## src/rtl/uop_pkg.sv

```systemverilog
// ----------------------------------------------------------------------------
// uop_pkg
// Shared constants and helpers for the uop result sink.
//   LATENCY_MIN/MAX : legal launch-to-result latency range
//   DEPTH_MIN/MAX   : legal result buffer depth range
//   SIG_W_MAX       : widest result the signature helper handles
//   sig_step()      : one step of the running result signature
// ----------------------------------------------------------------------------
package uop_pkg;

    localparam int unsigned LATENCY_MIN = 1;
    localparam int unsigned LATENCY_MAX = 8;
    localparam int unsigned DEPTH_MIN   = 2;
    localparam int unsigned DEPTH_MAX   = 16;
    localparam int unsigned SIG_W_MAX   = 64;

    // Rotate-left-by-one of the low w bits of sig, then XOR in dst.
    // Operands narrower than SIG_W_MAX arrive zero-extended; bits at and
    // above w are masked off so the caller can simply take the low w bits.
    function automatic logic [SIG_W_MAX-1:0] sig_step(
        input logic [SIG_W_MAX-1:0] sig,
        input logic [SIG_W_MAX-1:0] dst,
        input int unsigned          w
    );
        logic [SIG_W_MAX-1:0] mask;
        logic [SIG_W_MAX-1:0] rot;
        mask = (w >= SIG_W_MAX) ? '1 : ((SIG_W_MAX'(1) << w) - SIG_W_MAX'(1));
        rot  = ((sig << 1) | (sig >> (w - 1))) & mask;
        return rot ^ (dst & mask);
    endfunction

endpackage

```

## src/rtl/uop_sink_fifo.sv

```systemverilog
// ----------------------------------------------------------------------------
// uop_sink_fifo
// Circular result buffer, DEPTH entries of W bits, no bypass.
//   clk, rst_n : clock, asynchronous active-low reset (pointers/fill only)
//   push       : write wdata this cycle (dropped if full and not popping)
//   pop        : remove the oldest entry (ignored when empty)
//   wdata      : data to write
//   rdata      : oldest entry, stable until popped
//   full/empty : occupancy flags
//   fill       : number of valid entries, 0..DEPTH
// ----------------------------------------------------------------------------
module uop_sink_fifo
    import uop_pkg::*;
#(
    parameter int unsigned W     = 64,
    parameter int unsigned DEPTH = 4
) (
    input  logic                     clk,
    input  logic                     rst_n,
    input  logic                     push,
    input  logic                     pop,
    input  logic [W-1:0]             wdata,
    output logic [W-1:0]             rdata,
    output logic                     full,
    output logic                     empty,
    output logic [$clog2(DEPTH):0]   fill
);

    localparam int unsigned AW = $clog2(DEPTH);

    logic [W-1:0]  mem [DEPTH];
    logic [AW-1:0] wr_ptr;
    logic [AW-1:0] rd_ptr;
    logic [AW:0]   fill_q;
    logic          do_push;
    logic          do_pop;

    assign full    = (fill_q == (AW+1)'(DEPTH));
    assign empty   = (fill_q == '0);
    assign fill    = fill_q;
    assign rdata   = mem[rd_ptr];

    // A push at full is only taken when a pop frees the slot in the same cycle.
    assign do_pop  = pop & ~empty;
    assign do_push = push & (~full | do_pop);

    always_ff @(posedge clk or negedge rst_n) begin
        if (!rst_n) begin
            wr_ptr <= '0;
            rd_ptr <= '0;
            fill_q <= '0;
        end else begin
            if (do_push) wr_ptr <= wr_ptr + AW'(1);
            if (do_pop)  rd_ptr <= rd_ptr + AW'(1);
            case ({do_push, do_pop})
                2'b10:   fill_q <= fill_q + (AW+1)'(1);
                2'b01:   fill_q <= fill_q - (AW+1)'(1);
                default: fill_q <= fill_q;
            endcase
        end
    end

    // Storage is deliberately not reset.
    always_ff @(posedge clk) begin
        if (do_push) mem[wr_ptr] <= wdata;
    end

endmodule

```

## src/rtl/uop_result_sink.sv

```systemverilog
// ----------------------------------------------------------------------------
// uop_result_sink
// Issues credits to a fixed-latency uop block, captures its results into a
// buffer when their launch token arrives, and keeps a signature and pop count.
//   clk, rst_n              : clock, asynchronous active-low reset
//   in_valid_i / in_ready_o : launch handshake toward the issuer
//   dst_i                   : uop block result bus, sampled on token arrival
//   out_valid_o/out_ready_i : result handshake toward downstream
//   out_data_o              : oldest buffered result
//   clear_i                 : synchronous clear of sig_o, count_o, err_o
//   sig_o                   : running signature of pushed results
//   count_o                 : results popped, wraps at 2^32
//   err_o                   : sticky overflow (push attempted while full)
//
// Handshakes: a transfer happens on a rising edge where valid and ready are
// both 1. in_ready_o depends on registered state only; out_valid_o stays high
// and out_data_o stays stable until the transfer happens.
// ----------------------------------------------------------------------------
module uop_result_sink
    import uop_pkg::*;
#(
    parameter int unsigned W       = 64,
    parameter int unsigned LATENCY = 2,
    parameter int unsigned DEPTH   = 4
) (
    input  logic          clk,
    input  logic          rst_n,
    input  logic          in_valid_i,
    output logic          in_ready_o,
    input  logic [W-1:0]  dst_i,
    output logic          out_valid_o,
    input  logic          out_ready_i,
    output logic [W-1:0]  out_data_o,
    input  logic          clear_i,
    output logic [W-1:0]  sig_o,
    output logic [31:0]   count_o,
    output logic          err_o
);

    localparam int unsigned AW = $clog2(DEPTH);

    if (LATENCY < LATENCY_MIN || LATENCY > LATENCY_MAX ||
        DEPTH < DEPTH_MIN || DEPTH > DEPTH_MAX ||
        (DEPTH & (DEPTH - 1)) != 0 || W > SIG_W_MAX || W < 2) begin : g_bad_param
        $error("uop_result_sink: illegal parameter combination");
    end

    logic [LATENCY-1:0]   tok_q;
    logic [LATENCY-1:0]   tok_d;
    logic                 launch;
    logic                 push;
    logic                 pop;
    logic                 overflow;
    logic                 full;
    logic                 empty;
    logic [AW:0]          fill;
    logic [31:0]          credits_used;
    logic [SIG_W_MAX-1:0] sig_wide;

    // Every buffered result and every token in flight holds a credit, so a
    // launch is granted only if its result is guaranteed a slot.
    assign credits_used = 32'(fill) + 32'($countones(tok_q));
    assign in_ready_o   = (credits_used < DEPTH);
    assign launch       = in_valid_i & in_ready_o;

    always_comb begin
        tok_d    = '0;
        tok_d[0] = launch;
        for (int i = 1; i < LATENCY; i++) begin
            tok_d[i] = tok_q[i-1];
        end
    end

    always_ff @(posedge clk or negedge rst_n) begin
        if (!rst_n) tok_q <= '0;
        else        tok_q <= tok_d;
    end

    // The result is taken unconditionally when its token leaves the last stage.
    assign push        = tok_q[LATENCY-1];
    assign out_valid_o = ~empty;
    assign pop         = out_valid_o & out_ready_i;
    // Full with a pop in the same cycle is a legal pass-through, not overflow.
    assign overflow    = push & full & ~out_ready_i;

    uop_sink_fifo #(
        .W     (W),
        .DEPTH (DEPTH)
    ) u_fifo (
        .clk   (clk),
        .rst_n (rst_n),
        .push  (push),
        .pop   (pop),
        .wdata (dst_i),
        .rdata (out_data_o),
        .full  (full),
        .empty (empty),
        .fill  (fill)
    );

    assign sig_wide = sig_step(SIG_W_MAX'(sig_o), SIG_W_MAX'(dst_i), W);

    always_ff @(posedge clk or negedge rst_n) begin
        if (!rst_n) begin
            sig_o   <= '0;
            count_o <= '0;
            err_o   <= 1'b0;
        end else if (clear_i) begin
            sig_o   <= '0;
            count_o <= '0;
            err_o   <= 1'b0;
        end else begin
            if (push)     sig_o   <= sig_wide[W-1:0];
            if (pop)      count_o <= count_o + 32'd1;
            if (overflow) err_o   <= 1'b1;
        end
    end

endmodule
```

## config.mk

```make
export PLATFORM = sky130hd
export DESIGN_NAME = uop_result_sink
export DESIGN_NICKNAME = d
export VERILOG_FILES = /design/src/rtl/uop_pkg.sv /design/src/rtl/uop_sink_fifo.sv /design/src/rtl/uop_result_sink.sv
export SDC_FILE = /design/constraint.sdc
export NUM_CORES = 1
export LEC_CHECK = 0
export CORE_MARGIN = 1
export CORE_UTILIZATION = 25
export DETAILED_ROUTE_END_ITERATION = 6
export GPL_TIMING_DRIVEN = 0
export PLACE_DENSITY_LB_ADDON = 0.3
export SETUP_SLACK_MARGIN = 0.15
export SYNTH_ARGS = -nofsm -noshare
export SYNTH_HDL_FRONTEND = slang
export SYNTH_SLANG_ARGS = --single-unit
```

## constraint.sdc

```tcl
create_clock -name clk -period 7.8 [get_ports clk]
set_input_delay 0.78 -clock clk [delete_from_list [all_inputs] [get_ports clk]]
set_output_delay 0.78 -clock clk [all_outputs]
set_load 0.01 [all_outputs]
```

==> out/summary.txt <==
Status = finished, final reports clean
Post-synthesis net count = 921
# setup viols final = 0
Post-CTS sizing = 0
Area growth from synthesis to layout = 34.06%
Core Area = 56710 µm²
Fillers = 5437
TritonCTS Buffers = 42
Syn. warnings = 0
Setup CP Type = register to output pin
Dpl ws = 3.975 ns
Cell count after synthesis = 844
Max IR drop VDD = 0.1406 mV
Total congestion overflow = 0
Clock root buffer = clkbuf_16
Cell Area, Synth = 14440 µm²
CTS tree = yes
DRT iter0 DRCs = 393
Die width = 242.4 µm
Layout cells sized above 1 = 0.1364
Post-synth top flop = edfxtp_1
Kind of start point of the critical path = register
Avg Vias per Cell = 4.445
Largest cells by area after synthesis = edfxtp_1 53%, dfrtp_1 18%, mux4_2 10%
Initial core utilization = 0.2547
Htree depth = 2
Cell Pwr Density = 356.8 nW/µm²
Min Tclk post-route = 4.190 ns
Dpl cells = 1836
Post-synth EDFFs = 256
Die area = 58740 µm²
CP Launch Point = u_fifo.rd_ptr[0]$_DFFE_PN0P_
Setup bufs post-CTS = 0
Final Worst Setup Slack = 3.610 ns
Unrepaired setup endpoints after global routing = false
Count of pins over their slew limit = 0
Final Power = 6.910 mW
Clk buf depth = 3
Clock-pin transition on the worst setup and hold timing paths = 0.06 ns
Drt wl/cell = 20.61 µm
Leakage Power = 6.472 nW
TNS Setup = 0 ns
Final hold viol count = 0
Layout Cells excl Fill = 1915
DRT antenna net count = 0
Routability cong. = 0.7513
Hold Buf Count CTS = 0
Avg Cell Area, Syn = 17.11 µm²
Slowest stage cell on the critical path = buf_1
Achievable frequency = 238.6 MHz
Worst r2r src = u_fifo.fill[0]$_DFFE_PN0P_
Clk sinks = 362
Fin crit share = 0.5372
Worst Path Arrival = 3.41 ns
Max cap viols = 0
Worst hold slack = 0.1142 ns
IO Port Bufs = 231
Die span in y = 242.4 µm
Initial antenna violation count = 2
Crit-path max cell delay = 0.74 ns
Hold Crit Class = input pin to asynchronous set/reset pin
Pre-antenna DRT Iters = 4
Largest net degree at the start of global routing = 76
Yosys top cell area share = 0.5322
Worst R2R End = u_fifo.fill[2]$_DFFE_PN0P_
Slew @ Worst Pin = 1.214 ns
Clock latency on the worst-skew pair = 0.56 ns
Maximum fanout along the worst path = 10
Seq cells post-synth = 362
WL final = 39460 µm
Row count = 87
Most common cell after layout, fill and taps aside = edfxtp_1
DR vias = 8513
Register area share after synthesis = 0.7159
Top-Level Pins = 232
Area leader, netlist = edfxtp_1
# nets final = 1201
Number of global-route vias before repair = 8892
Register-to-Register Path Depth = 8
First-pass GRT wire length = 58860 µm
WP data required = 7.02 ns
Post-detail-place hpwl = 25640 µm
Clock skew = 0.01021 ns
Max_slew headroom = 0.1805
Critical path cell sequence = buf_1 -> buf_2 -> mux4_2 -> clkdlybuf4s50_1
Async S/R FF share, synth = 0.2928
Setup crit end kind = output pin
Post-synth cell types = 38
GRT Resource Usage Total = 0.1342
Commonest non-fill, non-tap cells in the layout = 256 x edfxtp_1, 230 x clkdlybuf4s50_1, 106 x dfrtp_1
Post-route DRC = 0
R2R Setup Slk = 5.05 ns
[layer usage]
metal | part of all wire | global-route usage
met4 | 0.018 | 0.03258
met2 | 0.46 | 0.2095
met1 | 0.44 | 0.1764
met3 | 0.078 | 0.04863
met5 | 0.00058 | 0
[sequential cells by signal, indices dropped and copies added (netlist names)]
register / cells
sig_o: 64
u_fifo.mem: 256
err_o: 1
u_fifo.rd_ptr: 2
u_fifo.fill: 3
u_fifo.wr_ptr: 2
tok_q: 2
count_o: 32
[per-stage QoR]
step | utilization | area, µm²
after CTS | 0.3414 | 19360
final | 0.3414 | 19360
after detailed placement | 0.3148 | 17850
after floorplan | - | 14440
after global routing | 0.3414 | 19360
after global placement | 0.3121 | 17700
[layout make-up]
class | count | area (µm²) | area share
diodes | 1 | 2.502 | 0.0001292
plain buffers | 43 | 175.2 | 0.009046
clock buffers | 61 | 1246 | 0.06436
clock inverters | 17 | 264.0 | 0.01363
inverters | 8 | 30.03 | 0.001551
multi-input cells | 431 | 3909 | 0.2019
flip-flops and latches | 362 | 10340 | 0.5340
well taps | 756 | 945.9 | 0.04885
repair buffers | 236 | 2451 | 0.1266
[worst max-delay path, delay by kind of cell, from the launching register on]
kind                   cells  cell delay (ns)
buffers and inverters      3             1.85
multiplexers               1             0.56
flip-flops                 1             0.43
[kinds of logic (layout without fill, tap and decap cells)]
| group | Yosys count | count (layout) | synth area share |
|---|---|---|---|
| compound gates | 100 | 100 | 0.04860 |
| xor+xnor | 80 | 80 | 0.04851 |
| fa+ha+maj | 8 | 8 | 0.007450 |
| simple gates | 172 | 172 | 0.06020 |
| buf+inv | 51 | 365 | 0.01421 |
| flops | 362 | 362 | 0.7159 |
| mux | 71 | 71 | 0.1052 |
| other cells | 0 | 1 | 0 |
[report_power, final]
part	internal (mW)	switching, mW
sequential	2.40	0.179
combinational	1.12	1.09
clock	1.34	0.792
[worst max-delay path by stage]
stage                                      end  slack (ns)  cells after the start
CTS                             out_data_o[49]        3.37                      4
floorplan           u_fifo.mem[0][0]$_DFFE_PP_        4.67                      4
global placement         sig_o[12]$_DFFE_PN0P_        0.99                      1
global route                    out_data_o[49]        3.31                      4
finish                          out_data_o[49]        3.61                      4
detailed placement              out_data_o[49]        3.97                      4
[cell usage after synthesis (4+ instances only)]
library cell	n
and2_1	5
edfxtp_1	256
nand3_1	7
a21oi_1	18
mux2_2	6
inv_1	7
o21ai_0	8
and4_1	4
nor2_1	84
a211oi_1	64
or3_1	10
and3_1	4
nor3_1	5
dfrtp_1	106
mux4_2	64
nor4_1	4
xor2_1	5
nand2_1	13
nor2b_1	7
clkbuf_1	29
ha_1	7
nand4_1	14
buf_2	5
or4_1	9
o31ai_1	7
buf_1	8
xnor2_1	75
No activity file was read; power rests on OpenSTA's default activity.
